[config.mk]
export PLATFORM = sky130hd
export DESIGN_NAME = imem_loader
export DESIGN_NICKNAME = d
export VERILOG_FILES = /design/src/rtl/imem_loader.sv
export SDC_FILE = /design/constraint.sdc
export NUM_CORES = 1
export LEC_CHECK = 0
export ABC_AREA = 1
export ABC_CLOCK_PERIOD_IN_PS = 1650
export CAP_MARGIN = 30
export CORE_ASPECT_RATIO = 1.1
export CORE_UTILIZATION = 48
export CTS_CLUSTER_DIAMETER = 200
export DETAILED_ROUTE_END_ITERATION = 6
export PLACE_DENSITY = 0.77
export SLEW_MARGIN = 20
export SYNTH_ARGS = -nofsm -noshare
export SYNTH_HDL_FRONTEND = slang
export SYNTH_SLANG_ARGS = --single-unit
export TNS_END_PERCENT = 30
[constraint.sdc]
create_clock -name clk -period 1.65 [get_ports clk]
set_clock_uncertainty 0.2 [all_clocks]
set_input_delay 0.2475 -clock clk [delete_from_list [all_inputs] [get_ports clk]]
set_output_delay 0.2475 -clock clk [all_outputs]
set_load 0.005 [all_outputs]
[src/rtl/imem_loader.sv]
// Byte-stream instruction-memory loader: packs big-endian bytes into 32-bit words and writes them
// from BASE_ADDR upward while holding the CPU in reset. Optional checksum word: IMEM_LOADER_CHECKSUM_EN.
module imem_loader #(
   parameter int ADDR_W    = 8,
   parameter int BASE_ADDR = 0
) (
   input  logic              clk,
   input  logic              reset,
   input  logic              start,
   input  logic              in_valid,
   input  logic [7:0]        in_data,
   input  logic              in_last,
   output logic              in_ready,
   output logic              imem_we,
   output logic [ADDR_W-1:0] imem_addr,
   output logic [31:0]       imem_wdata,
   output logic              cpu_hold,
   output logic              done,
   output logic              err,
   output logic [2:0]        dbg_state
);

`ifdef IMEM_LOADER_CHECKSUM_EN
   typedef enum logic [2:0] {ST_IDLE = 3'd0, ST_LOAD = 3'd1, ST_WRITE = 3'd2,
                             ST_FINISH = 3'd3, ST_CKSUM = 3'd4} state_t;
   logic [31:0] xor_q, xor_d;
`else
   typedef enum logic [2:0] {ST_IDLE = 3'd0, ST_LOAD = 3'd1, ST_WRITE = 3'd2,
                             ST_FINISH = 3'd3} state_t;
`endif

   state_t            state_q, state_d;
   logic [ADDR_W-1:0] addr_q, addr_d;
   logic [31:0]       word_q, word_d;
   logic [1:0]        cnt_q, cnt_d;
   logic              last_q, last_d;
   logic              ovf_q, ovf_d;
   logic              err_q, err_d;
   logic              cpu_hold_q, cpu_hold_d;
   logic              in_ready_q, in_ready_d;
   logic              imem_we_q, imem_we_d;
   logic              done_q, done_d;
   logic              accept;
   logic [31:0]       shifted;
   logic [31:0]       padded;

   // Handshake: a byte transfers on a rising edge where in_valid and in_ready are both 1;
   // in_ready is registered, so it already reflects the state the byte will be consumed in.
   assign accept  = in_valid & in_ready_q;
   assign shifted = {word_q[23:0], in_data};
   // A short final word slides its bytes up to the top, leaving zeros in the unfilled low bytes.
   assign padded  = shifted << {(2'd3 - cnt_q), 3'b000};

   always_comb begin
      state_d    = state_q;
      addr_d     = addr_q;
      word_d     = word_q;
      cnt_d      = cnt_q;
      last_d     = last_q;
      ovf_d      = ovf_q;
      err_d      = err_q;
      cpu_hold_d = cpu_hold_q;
      in_ready_d = in_ready_q;
      imem_we_d  = 1'b0;
      done_d     = 1'b0;
`ifdef IMEM_LOADER_CHECKSUM_EN
      xor_d      = xor_q;
`endif
      case (state_q)
         ST_IDLE: begin
            if (start) begin
               state_d    = ST_LOAD;
               addr_d     = ADDR_W'(BASE_ADDR);
               word_d     = '0;
               cnt_d      = '0;
               last_d     = 1'b0;
               ovf_d      = 1'b0;
               err_d      = 1'b0;
               cpu_hold_d = 1'b1;
               in_ready_d = 1'b1;
`ifdef IMEM_LOADER_CHECKSUM_EN
               xor_d      = '0;
`endif
            end
         end
         ST_LOAD: begin
            if (accept) begin
               if (ovf_q) begin
                  // Past the top of memory: swallow bytes until the stream ends.
                  if (in_last) begin
`ifdef IMEM_LOADER_CHECKSUM_EN
                     state_d    = ST_CKSUM;
                     cnt_d      = '0;
`else
                     state_d    = ST_FINISH;
                     in_ready_d = 1'b0;
                     done_d     = 1'b1;
                     cpu_hold_d = 1'b0;
`endif
                  end
               end else if (in_last || cnt_q == 2'd3) begin
                  word_d     = in_last ? padded : shifted;
                  last_d     = in_last;
                  cnt_d      = '0;
                  state_d    = ST_WRITE;
                  in_ready_d = 1'b0;
                  imem_we_d  = 1'b1;
               end else begin
                  word_d = shifted;
                  cnt_d  = cnt_q + 2'd1;
               end
            end
         end
         ST_WRITE: begin
            addr_d = addr_q + 1'b1;
`ifdef IMEM_LOADER_CHECKSUM_EN
            xor_d  = xor_q ^ word_q;
`endif
            if (last_q) begin
`ifdef IMEM_LOADER_CHECKSUM_EN
               state_d    = ST_CKSUM;
               in_ready_d = 1'b1;
`else
               state_d    = ST_FINISH;
               done_d     = 1'b1;
               cpu_hold_d = 1'b0;
`endif
            end else begin
               state_d    = ST_LOAD;
               in_ready_d = 1'b1;
               if (addr_q == {ADDR_W{1'b1}}) begin
                  err_d = 1'b1;
                  ovf_d = 1'b1;
               end
            end
         end
`ifdef IMEM_LOADER_CHECKSUM_EN
         ST_CKSUM: begin
            if (accept) begin
               word_d = shifted;
               cnt_d  = cnt_q + 2'd1;
               if (cnt_q == 2'd3) begin
                  state_d    = ST_FINISH;
                  in_ready_d = 1'b0;
                  done_d     = 1'b1;
                  if (shifted == xor_q) cpu_hold_d = 1'b0;
                  else                  err_d      = 1'b1;
               end
            end
         end
`endif
         ST_FINISH: state_d = ST_IDLE;
         default:   state_d = ST_IDLE;
      endcase
   end

   always_ff @(posedge clk or negedge reset) begin
      if (!reset) begin
         state_q    <= ST_IDLE;
         addr_q     <= '0;
         word_q     <= '0;
         cnt_q      <= '0;
         last_q     <= 1'b0;
         ovf_q      <= 1'b0;
         err_q      <= 1'b0;
         cpu_hold_q <= 1'b1;
         in_ready_q <= 1'b0;
         imem_we_q  <= 1'b0;
         done_q     <= 1'b0;
`ifdef IMEM_LOADER_CHECKSUM_EN
         xor_q      <= '0;
`endif
      end else begin
         state_q    <= state_d;
         addr_q     <= addr_d;
         word_q     <= word_d;
         cnt_q      <= cnt_d;
         last_q     <= last_d;
         ovf_q      <= ovf_d;
         err_q      <= err_d;
         cpu_hold_q <= cpu_hold_d;
         in_ready_q <= in_ready_d;
         imem_we_q  <= imem_we_d;
         done_q     <= done_d;
`ifdef IMEM_LOADER_CHECKSUM_EN
         xor_q      <= xor_d;
`endif
      end
   end

   assign in_ready   = in_ready_q;
   assign imem_we    = imem_we_q;
   assign imem_addr  = addr_q;
   assign imem_wdata = word_q;
   assign cpu_hold   = cpu_hold_q;
   assign done       = done_q;
   assign err        = err_q;
   assign dbg_state  = state_q;

endmodule

==> results of run 1 <==
## through the flow
step	instances	TNS [ns]	util	hold slack (ns)
finish	639	-3.90	0.696	0.201
global route	639	-6.49	0.696	0.241
CTS	633	-1.97	0.665	0.218
detailed placement	619	-4.31	0.632	0.00112
global placement	619	-3.19	0.632	0.00143
floorplan	466	-0.761	-	-0.248
## final timing paths
kind	startpoint	endpoint	slack (ns)	depth (start not counted)
setup reg to reg	dbg_state[1]	imem_wdata[24]	-0.14	9
max in group asynchronous	reset	imem_wdata[21]	0.45	3
hold / removal	reset	imem_addr[5]	0.20	2
hold reg to reg	cpu_hold	cpu_hold	0.29	2
setup / recovery	dbg_state[1]	imem_wdata[24]	-0.14	9
min in group clk	cpu_hold	cpu_hold	0.29	2
## power by group
group	switching, mW	internal [mW]	leakage [nW]	total (mW)
Sequential	0.344	1.66	0.651	2.01
Combinational	2.87	2.42	1.82	5.29
Clock	0.436	0.447	0.0579	0.884
Total	3.65	4.53	2.53	8.18
## registers in the layout, summed over array words and instances (netlist names), 2 cells and up
signal      count
dbg_state       2
imem_addr       8
imem_wdata     32
cnt_q           2
## cells by family (layout without fill, tap and decap cells)
group                    after synthesis  after routing  synth area share
AO/OA/AOI/OAI                         51             51             0.111
other                                  1              1           0.00114
adder cells (fa/ha/maj)                6              6            0.0228
flip-flops                            50             50             0.381
AND/OR/NAND/NOR                      285            285             0.376
buffers and inverters                 73            164             0.107
## synthesized netlist by cell type, types with 7 or more instances
library cell / instances
a21oi_1: 7
nor3_1: 24
inv_1: 50
a21oi_2: 14
o21ai_2: 9
dfrtp_1: 49
o21ai_0: 10
o22ai_1: 8
nor2_1: 33
nand3_1: 36
nor2_2: 15
nand2_1: 166
## layout make-up
cell class / instances / area (um2)
multi-input combinational: 343 / 1860
sequential: 50 / 1250
inverter: 54 / 205
clock inverter: 3 / 40.0
timing repair buffer: 102 / 1060
fill: 526 / 2000
tap: 82 / 103
clock buffer: 5 / 68.8
## routing by layer
layer | part of all wire | up-vias | GRT usage
met1 | 0.39 | 1593 | 0.316
met3 | 0.055 | 29 | 0.0443
met2 | 0.52 | 136 | 0.483
met4 | 0.029 | 0 | 0.106
li1 | - | 1656 | -
met5 | 0 | - | 0
## what timing repair did
action | 4_1_cts | 5_1_grt
hold endpoints to repair | 31 | 0
pin swaps | 0 | 10
setup buffers | 5 | 4
gates cloned | 0 | 2
resized for setup | 50 | 39
setup endpoints to repair | 74 | 63
hold buffers | 1 | 0
## worst register-to-register path: stages (launching register included)
cell	delay (ns)
dfrtp_1	0.38
inv_2	0.08
ha_4	0.18
buf_4	0.15
nand2_4	0.07
nand2_4	0.09
nor2_8	0.22
buf_12	0.19
nor2_2	0.05
a21oi_2	0.11
==> impl_metrics.yaml, run 1 <==
cells_and_area:
  layout.cells.most_common_list: "nand2_1 (162), inv_1 (47), dfrtp_1 (47)"
  final_common_cell: "nand2_1"
  nets: 575
  antennaDiodeCount: 0
  final_area_um2: 4590
  drive_above_1_share: 0.241
  areaGrowthSynthToFinish_pct: 39.7
yosys:
  synth_top_cell_area_share: 0.373
  post_synth_num_cell_types: 30
  ys_async_sr_fraction: 1.00
  synth_area_per_cell_um2: 7.05
  synthesis.nets: 485
  synthDominantAreaCellType: "dfrtp_1"
  synth_area_um2: 3290
  synth_seq_area_share: 0.381
  ys_seq_elements: 50
  yosys_synthesis_warning_count: 0
  synth-edff-count: 0
  synth_top_cells_by_area: "dfrtp_1 (37%), nand2_1 (19%), inv_1 (5.7%)"
  synth_cells: 466
  yosys_most_used_dff: "dfrtp_1"
clock_network:
  clock_sink_count: 50
  clk_root_buffer_cell: "clkbuf_8"
  tritoncts: "done"
  cts_buffer_depth: 2
  cts-htree-levels: 2
  cts_inserted_buffers: 5
  clkTransAtPathRegs_ns: 0.10
  clkLatencyLatePin_ns: 0.31
pwr:
  vdd_ir_drop_max_mv: 1.38
  power_density_nw_per_um2: 1780
  total_power_mw: 8.18
  leakagePower_nw: 2.53
sta:
  finalCriticalPeriod_ns: 1.79
  fin_crit_sh: 1.08
  rsz0062_at_grt: "true"
  timing.final.max_slew_violations: 0
  setup_viol_count_final: 39
  timing.final.hold_violations: 0
  max_freq_mhz: 560
  timing.final.ws_setup_ns: -0.136
drt:
  detail_route.first_pass.iterations: 5
  avgRoutedWirePerCell_um: 14.7
  detail-route-antenna-nets: 0
  drt_drc_violations_left: 0
  drt_first_iter_violations: 241
  number_of_vias_per_cell_after_detailed_routing: 5.34
  wirelength_um: 9390
  routed-via-count: 3414
setup_path:
  path_delay_family: "buffers and inverters"
  nature_of_the_critical_path_endpoint: "flip-flop"
  cp-start-kind: "flip-flop"
  timing.setup.critical_path_class: "flip-flop to flip-flop"
  path_max_fanout: 8
  cp_slowest_cell: "dfrtp_1"
  critPathRequiredTime_ns: 1.69
  timing.critical_path.cells: "inv_2, ha_4, buf_4, nand2_4, nand2_4, nor2_8, buf_12, nor2_2, a21oi_2"
  critical_path.n_buffers_inverters: 3
  critical_path.most_common_cell: "nand2_4"
  cp.arrival_ns: 1.82
  timing.critical_path.slowest_cell_delay_ns: 0.38
floorplan:
  core-area_um2: 6590
  die_h_um: 88.8
  die_outline_width_um: 80.9
  placement_rows: 31
  i_o_pin_count: 61
  initial_core_util: 0.498
  die_area_um2: 7180
grt:
  grt_pass1_wl_um: 14800
  vias_in_the_first_global_route: 3311
  grt_overflow_total: 0
  largest_net_degree_at_the_start_of_global_routing: 27
  antenna_found_initial: 0
  grt_usage: 0.268
worst_hold_path:
  hold_path.class: "input pin to asynchronous set/reset pin"
place:
  dpl-instance-area_um2: 4170
  portBuffers: 59
  gp_congestion: 0.905
  hpwl_um: 6450
  pre_cts_slack_ns: -0.155
run_status:
  run_status: "complete, but fails checks"
  violations: "setup timing"
run:
  number_of_maximum_capacitance_violations: 0
(Power assumes the default switching activity.)
==> run 2: changes to the inputs <==
SLEW_MARGIN = unset   (was 20)
==> results of run 2 <==
Same layout as run 1: the final DEF is identical, and so are final timing and power.
